<file path="config.mk">
export PLATFORM = sky130hd
export DESIGN_NAME = product_accumulator
export DESIGN_NICKNAME = d
export VERILOG_FILES = /design/src/rtl/product_accumulator.sv
export SDC_FILE = /design/constraint.sdc
export NUM_CORES = 1
export LEC_CHECK = 0
export CORE_ASPECT_RATIO = 0.8
export CORE_MARGIN = 3
export CORE_UTILIZATION = 40
export CTS_CLUSTER_DIAMETER = 30
export DETAILED_ROUTE_END_ITERATION = 8
export GPL_TIMING_DRIVEN = 0
export SLEW_MARGIN = 10
export SYNTH_ARGS = -nofsm -noshare
export SYNTH_HDL_FRONTEND = slang
export SYNTH_SLANG_ARGS = --single-unit
</file>
<file path="constraint.sdc">
create_clock -name clk -period 15.6 [get_ports clk]
set_input_delay 4.68 -clock clk [delete_from_list [all_inputs] [get_ports clk]]
set_output_delay 4.68 -clock clk [all_outputs]
set_load 0.005 [all_outputs]
</file>
<file path="src/rtl/product_accumulator.sv">
// Registered adder tree plus vector accumulator for the multiplier array's product beats.
// Define PRODUCT_ACCUMULATOR_RELU_EN to clamp negative results to zero when the result is loaded.
module product_accumulator #(
   parameter int unsigned array_size = 16,
   parameter int unsigned num_width  = 8,
   parameter int unsigned acc_width  = 40,
   parameter int unsigned cnt_width  = 8
) (
   input  logic                              clk,
   input  logic                              reset,
   input  logic                              in_valid,
   output logic                              in_ready,
   input  logic [2*num_width*array_size-1:0] in_prod,
   input  logic                              in_last,
   output logic                              out_valid,
   input  logic                              out_ready,
   output logic [acc_width-1:0]              out_sum,
   output logic [cnt_width-1:0]              out_beats,
   output logic                              overflow,
   output logic                              busy
);

   localparam int unsigned PW     = 2 * num_width;
   localparam int unsigned Levels = $clog2(array_size);
   localparam int unsigned TW     = PW + Levels;

   typedef enum logic [1:0] {StIdle, StAccum, StHold} state_e;

   state_e state_q, state_d;

   logic                  stall;
   logic                  advance;
   logic [Levels:1]       tree_vld_q;
   logic [Levels:1]       tree_last_q;
   logic                  tree_vld;
   logic                  tree_last;
   logic [TW-1:0]         tree_sum;
   logic [acc_width-1:0]  tree_ext;
   logic [acc_width-1:0]  acc_q;
   logic [acc_width-1:0]  acc_sum;
   logic [acc_width-1:0]  final_sum;
   logic                  add_ovf;
   logic                  ovf_q;
   logic [cnt_width-1:0]  cnt_q;
   logic [cnt_width-1:0]  cnt_inc;
   logic [acc_width-1:0]  out_sum_q;
   logic [cnt_width-1:0]  out_beats_q;
   logic                  out_ovf_q;

   // The whole pipeline freezes while a result is offered but not taken.
   assign stall    = out_valid & ~out_ready;
   assign advance  = ~stall;
   assign in_ready = ~stall;

   always_ff @(posedge clk or posedge reset) begin
      if (reset) begin
         tree_vld_q  <= '0;
         tree_last_q <= '0;
      end else if (advance) begin
         tree_vld_q[1]  <= in_valid;
         tree_last_q[1] <= in_last;
         for (int k = 2; k <= int'(Levels); k++) begin
            tree_vld_q[k]  <= tree_vld_q[k-1];
            tree_last_q[k] <= tree_last_q[k-1];
         end
      end
   end

   // Level k holds array_size>>k partial sums, each one bit wider than the level below.
   for (genvar k = 1; k <= int'(Levels); k++) begin : g_lvl
      localparam int unsigned N = array_size >> k;
      localparam int unsigned W = PW + k;
      for (genvar i = 0; i < int'(N); i++) begin : g_node
         logic [W-2:0] a;
         logic [W-2:0] b;
         logic [W-1:0] sum_q;
         if (k == 1) begin : g_leaf
            assign a = in_prod[(2*i)*PW +: PW];
            assign b = in_prod[(2*i+1)*PW +: PW];
         end else begin : g_inner
            assign a = g_lvl[k-1].g_node[2*i].sum_q;
            assign b = g_lvl[k-1].g_node[2*i+1].sum_q;
         end
         always_ff @(posedge clk or posedge reset) begin
            if (reset) begin
               sum_q <= '0;
            end else if (advance) begin
               sum_q <= {a[W-2], a} + {b[W-2], b};
            end
         end
      end
   end

   assign tree_vld  = tree_vld_q[Levels];
   assign tree_last = tree_last_q[Levels];
   assign tree_sum  = g_lvl[Levels].g_node[0].sum_q;

   if (acc_width > TW) begin : g_ext
      assign tree_ext = {{(acc_width-TW){tree_sum[TW-1]}}, tree_sum};
   end else begin : g_trunc
      assign tree_ext = tree_sum[acc_width-1:0];
   end

   assign acc_sum = acc_q + tree_ext;
   assign add_ovf = (acc_q[acc_width-1] == tree_ext[acc_width-1]) &&
                    (acc_sum[acc_width-1] != acc_q[acc_width-1]);
   assign cnt_inc = (&cnt_q) ? cnt_q : cnt_q + 1'b1;

`ifdef PRODUCT_ACCUMULATOR_RELU_EN
   assign final_sum = acc_sum[acc_width-1] ? '0 : acc_sum;
`else
   assign final_sum = acc_sum;
`endif

   always_ff @(posedge clk or posedge reset) begin
      if (reset) begin
         state_q <= StIdle;
      end else begin
         state_q <= state_d;
      end
   end

   always_comb begin
      state_d = state_q;
      unique case (state_q)
         StIdle, StAccum: begin
            if (tree_vld) state_d = tree_last ? StHold : StAccum;
         end
         StHold: begin
            if (out_ready) begin
               if (tree_vld) state_d = tree_last ? StHold : StAccum;
               else          state_d = StIdle;
            end
         end
         default: state_d = StIdle;
      endcase
   end

   always_comb begin
      out_valid = (state_q == StHold);
      busy      = (|tree_vld_q) | (state_q != StIdle);
      out_sum   = out_sum_q;
      out_beats = out_beats_q;
      overflow  = out_ovf_q;
   end

   // Accumulator clears as the result is captured, so the next beat starts from zero.
   always_ff @(posedge clk or posedge reset) begin
      if (reset) begin
         acc_q       <= '0;
         cnt_q       <= '0;
         ovf_q       <= 1'b0;
         out_sum_q   <= '0;
         out_beats_q <= '0;
         out_ovf_q   <= 1'b0;
      end else if (advance && tree_vld) begin
         if (tree_last) begin
            out_sum_q   <= final_sum;
            out_beats_q <= cnt_inc;
            out_ovf_q   <= ovf_q | add_ovf;
            acc_q       <= '0;
            cnt_q       <= '0;
            ovf_q       <= 1'b0;
         end else begin
            acc_q <= acc_sum;
            cnt_q <= cnt_inc;
            ovf_q <= ovf_q | add_ovf;
         end
      end
   end

endmodule

</file>
# Word level (Yosys, flattened, before mapping)
# Index checks and enable logic that the tools add are counted.
[op_classes] add_sub_neg=17 n_eq_ne=6 n_mux=9 n_bitwise=5 n_reduce_logical=9
[ops] op="adder 16 x 16 -> 17 bit" n=8
[ops] op="adder 17 x 17 -> 18 bit" n=4
[ops] op="adder 40 bit" n=1
[ops] op="2-to-1 mux 40 bit" n=1
[ops] op="adder 18 x 18 -> 19 bit" n=2
[ops] op="adder 19 x 19 -> 20 bit" n=1
[ops] op="2-to-1 mux 8 bit" n=2
[ops] op="adder 8 x 1 -> 8 bit, second input constant" n=1
[ops] op="2-to-1 mux 2 bit" n=4
[ops] op="AND reduction 8 bit" n=1
[ops] op="case mux 2 bit (2 select lines)" n=1
[ops] op="AND reduction 2 bit" n=2
[ops] op="OR reduction 4 bit" n=1
[ops] op="equality test 2 x 1 -> 1 bit, second input constant" n=1
[ops] op="equality test 2 bit, second input constant" n=1
[ops] op="logical AND 1 bit" n=2
[ops] op="zero test 2 bit" n=1
[ops] op="!= test 2 x 1 -> 1 bit, second input constant" n=1
[ops] op="!= test 2 bit, second input constant" n=1
[ops] op="inverter 1 bit" n=2
[ops] op="OR 1 bit" n=2
[ops] op="nonzero test 2 bit" n=1
[ops] op="OR reduction 2 bit" n=1
[ops] op="bitwise AND 1 bit" n=1
[ops] op="other kinds (3)" n=3
[word_totals] regBits=374 input_bits=261 output_inout_bits=52 wordCells=70

# Logic depth before layout (Yosys ltp)
[logic_depth] depth_word=5 mapped_depth=13 depth_no_buf=13

# Least setup slack after synthesis
# OpenSTA, ideal clock, no wires.
[synth_timing] path_type="input port to output port" from="input out_ready" to="output in_ready" t_arrival_ps=5783 required_time_ps=10920 setup_slack_ps=5137 stages=4 path_buffers=2 path_cell_list="nor3b_1 -> clkinv_1 -> clkbuf_1 -> clkbuf_1"
[synth_between] elab_chain_cells=3
[synth_rtl] item="start, declared" line="16" text="input logic out_ready,"
[synth_rtl] item="inverter 1 bit" line="51" text="assign stall = out_valid & ~out_ready;"
[synth_rtl] item="bitwise AND 1 bit" line="51"
[synth_rtl] item="inverter 1 bit" line="53" text="assign in_ready = ~stall;"
[synth_rtl] item="end, declared" line="12" text="output logic in_ready,"
# No other way between the ends.

# Final worst setup path
# Ends and elaborated chain as after synthesis.

==> flow_summary.json <==
{
  "h-tree-depth": 3,
  "die_w_microns": 290,
  "top_usage_layer": "met2",
  "internal-power_w": 0.00430,
  "drc": 0,
  "yosys.area_share.simple": 0.149,
  "cts_sinks": 374,
  "p_sw_frac": 0.414,
  "rows": 82,
  "yosys.area_share.adder": 0.153,
  "multiInputGateArea_sq_mm": 0.0157,
  "worst_hold_path.num_cells": 2,
  "hold-path-endpoint": "tree_last_q[3]$_DFFE_PP0N_",
  "worstPathRequired_ns": 10.92,
  "skew_ns": 0.0228,
  "total_power_w": 0.00733,
  "vias_per_cell": 5.48,
  "dp.final_hpwl_mm": 62.2,
  "final.min_clock_period_ns": 12.56,
  "post_cts_resized": 0,
  "drtPass1Iterations": 5,
  "ant_nets": 0,
  "use_met3": 0.0424,
  "finalCritPeriodShare": 0.805,
  "path_class": "input port to primary output",
  "initial_core_util": 0.408,
  "maxCapViolations": 0,
  "finalSetupTns_ns": 0,
  "clockRootBuffer": "clkbuf_16",
  "vias": 23000,
  "yosys_warnings": 0,
  "grtUsageMet2": 0.365,
  "die-area_sq_mm": 0.0676,
  "critPathArrivalTime_ns": 7.88,
  "seq_power_share": 0.238,
  "r2r_end": "acc_q[38]$_DFFE_PP0P_",
  "crit_chain": "clkdlybuf4s50_1 -> nor3b_2 -> clkinv_1 -> clkbuf_1 -> clkbuf_1 -> clkdlybuf4s50_1",
  "routed_wl_mm": 79.9,
  "worstReg2RegStart": "g_lvl[4].g_node[0].sum_q[19]$_DFFE_PP0N_",
  "synth_top_cell_area_share": 0.363,
  "synth_compound_area_frac": 0.218,
  "grt_usage": 0.232,
  "utilization": 0.523,
  "ys_types": 71,
  "ir_drop_mv": 0.0920,
  "synth_flop_cell": "dfrtp_1",
  "avgSynthCellArea_sq_um": 8.94,
  "grt_overflow_total": 0,
  "ios": 313,
  "clk_latency_ns": 0.61,
  "synth_edf_count": 0,
  "path_clk_slew_ns": 0.04,
  "dr.first_iter.drc_count": 1478,
  "hold_class": "register to register",
  "ys_top_cells_by_area": "dfrtp_1 (36%), ha_1 (14%), a21oi_1 (5.4%)",
  "synth.area.mux_share": 0.0165,
  "rsz0062_at_grt": "no",
  "finalMaxSlewViolations": 0,
  "power.density_mw_per_mm2": 222,
  "postSynthCellCount": 2889,
  "hold_viol_final": 0,
  "dp.cells": 4044,
  "holdWs_ns": 0.466,
  "portBuffers": 312,
  "drive_gt1_frac": 0.0638,
  "worstPathMaxFanout": 10,
  "area_growth_pct": 28.0,
  "cts_made_buffers": 84,
  "final_common_cell": "dfrtp_1",
  "clockBufferDepth": 3,
  "yosysSeqAreaShare": 0.363,
  "postSynthNetCount": 3457,
  "core_sq_mm": 0.0632,
  "crit_slowest_cell": "nor3b_2",
  "final-seq-area_sq_mm": 0.00936,
  "synth_top_family_by_area": "compound AO/OA/AOI/OAI gates",
  "crit_path_end_kind": "primary output",
  "layout.cells.non_filler": 4196,
  "reg2reg_slack_ns": 11.36,
  "wl_per_cell_microns": 19.0,
  "grt_first_pass_wirelength_mm": 126,
  "syn_area_sq_mm": 0.0258,
  "gr-usage-met1": 0.330,
  "most-common-layout-cells": "dfrtp_1 (374), nand2_1 (340), clkdlybuf4s50_1 (312)",
  "holdBufCountCts": 0,
  "grt_max_degree": 118,
  "synth_xor_area_frac": 0.0709,
  "fillerInstances": 5858,
  "max-slew-margin-rel": 0.123,
  "cts_tree": "done",
  "final_nets": 3858,
  "start_kind": "input port",
  "slowest_delay_ns": 0.67,
  "r2r_cells": 11,
  "grt_pass1_vias": 22900,
  "hold_start": "tree_last_q[3]$_DFFE_PP0N_",
  "postCtsSetupBuffers": 0,
  "p_comb_frac": 0.511,
  "ys_async_sr_fraction": 1.00,
  "clock.fmax_ghz": 0.0796,
  "gp_congestion": 0.883,
  "yosysTopAreaCell": "dfrtp_1",
  "leakagePower_nw": 14.8,
  "p_clk_frac": 0.251,
  "synth-seq-cells": 374,
  "status": "completed",
  "setup_viol": 0,
  "critPathTopFamily": "buffers and inverters",
  "path_buf_inv": 5,
  "die_h_microns": 233,
  "power.net_switching_w": 0.00303,
  "worst_slew_pin_slew_ns": 1.32,
  "antenna_found_initial": 2
}
==> synth_stat cells (17+ instances only) <==
cell      instances
dfrtp_1         374
nand2_1         340
ha_1            291
a21oi_1         281
nor2_1          251
o21ai_0         224
inv_1           116
xnor2_1         106
xor2_1          101
clkbuf_1         69
a21o_1           61
nor3_1           56
o31ai_1          42
nand3_1          40
mux2_2           36
nor2b_1          35
a22o_1           34
nand2b_1         34
o21a_1           33
a211oi_1         29
a31oi_1          29
o21bai_1         28
or3_1            25
a211o_1          20
and3_1           17
==> metal layers <==
| layer | share of wire | routed length [microns] | vias to the layer above |
|---|---|---|---|
| li1 | - | - | 11200 |
| met1 | 0.48 | 38200 | 11100 |
| met2 | 0.45 | 35600 | 567 |
| met3 | 0.055 | 4420 | 105 |
| met4 | 0.021 | 1670 | 0 |
| met5 | 0 | 0 | - |
==> area by class of cell <==
cell class,count,area share
diodes,2,0.000151
plain buffers,84,0.00958
clock buffers,102,0.0699
clock inverters,48,0.0195
inverters,117,0.0135
multi-input cells,2314,0.475
flip-flops and latches,374,0.283
well taps,840,0.0318
repair buffers,315,0.0970
==> kinds of logic after synthesis <==
family / after synthesis
and+or+nand+nor: 860
xor gates and xnor gates: 208
muxes: 38
DFF: 374
adders and majority gates: 307
AOI/OAI and AO/OA: 901
buffers and inverters: 201
==> worst max path at each step <==
stage | start | endpoint | depth (start not counted)
6_report | out_ready | in_ready | 6
5_1_grt | out_ready | in_ready | 6
4_1_cts | out_ready | in_ready | 6
3_5_place_dp | out_ready | in_ready | 6
3_3_place_gp | reset | g_lvl[1].g_node[6].sum_q[2]$_DFFE_PP0N_ | 2
2_1_floorplan | reset | acc_q[0]$_DFFE_PP0P_ | 1
==> flip-flops by register name (all words and copies together), names as in the netlist, 2 cells and up <==
name and cells:
tree_vld_q 4, g_lvl.g_node.sum_q 266, acc_q 40, tree_last_q 4, cnt_q 8, state_q 2
out_sum 40, out_beats 8
==> power by group through the flow <==
stage	clock network [W]	logic (W)	registers [W]
2_1_floorplan	0	0.00268	0.00162
3_3_place_gp	0	0.00362	0.00175
3_5_place_dp	0	0.00370	0.00176
4_1_cts	0.00187	0.00373	0.00175
5_1_grt	0.00191	0.00418	0.00179
6_report	0.00184	0.00374	0.00175
==> per-stage QoR <==
stage	setup WS, ns	cell area, sq um
global placement	-4.09	30000
floorplan	0.533	25800
CTS	3.06	33000
finish	3.04	33000
global route	2.97	33000
detailed placement	3.05	30100
==> worst min-delay path, stage by stage (launching register included) <==
cell,delay (ns)
dfrtp_1,0.34
nand2_1,0.05
nand2_1,0.05
Power figures use the tool's default switching activity.
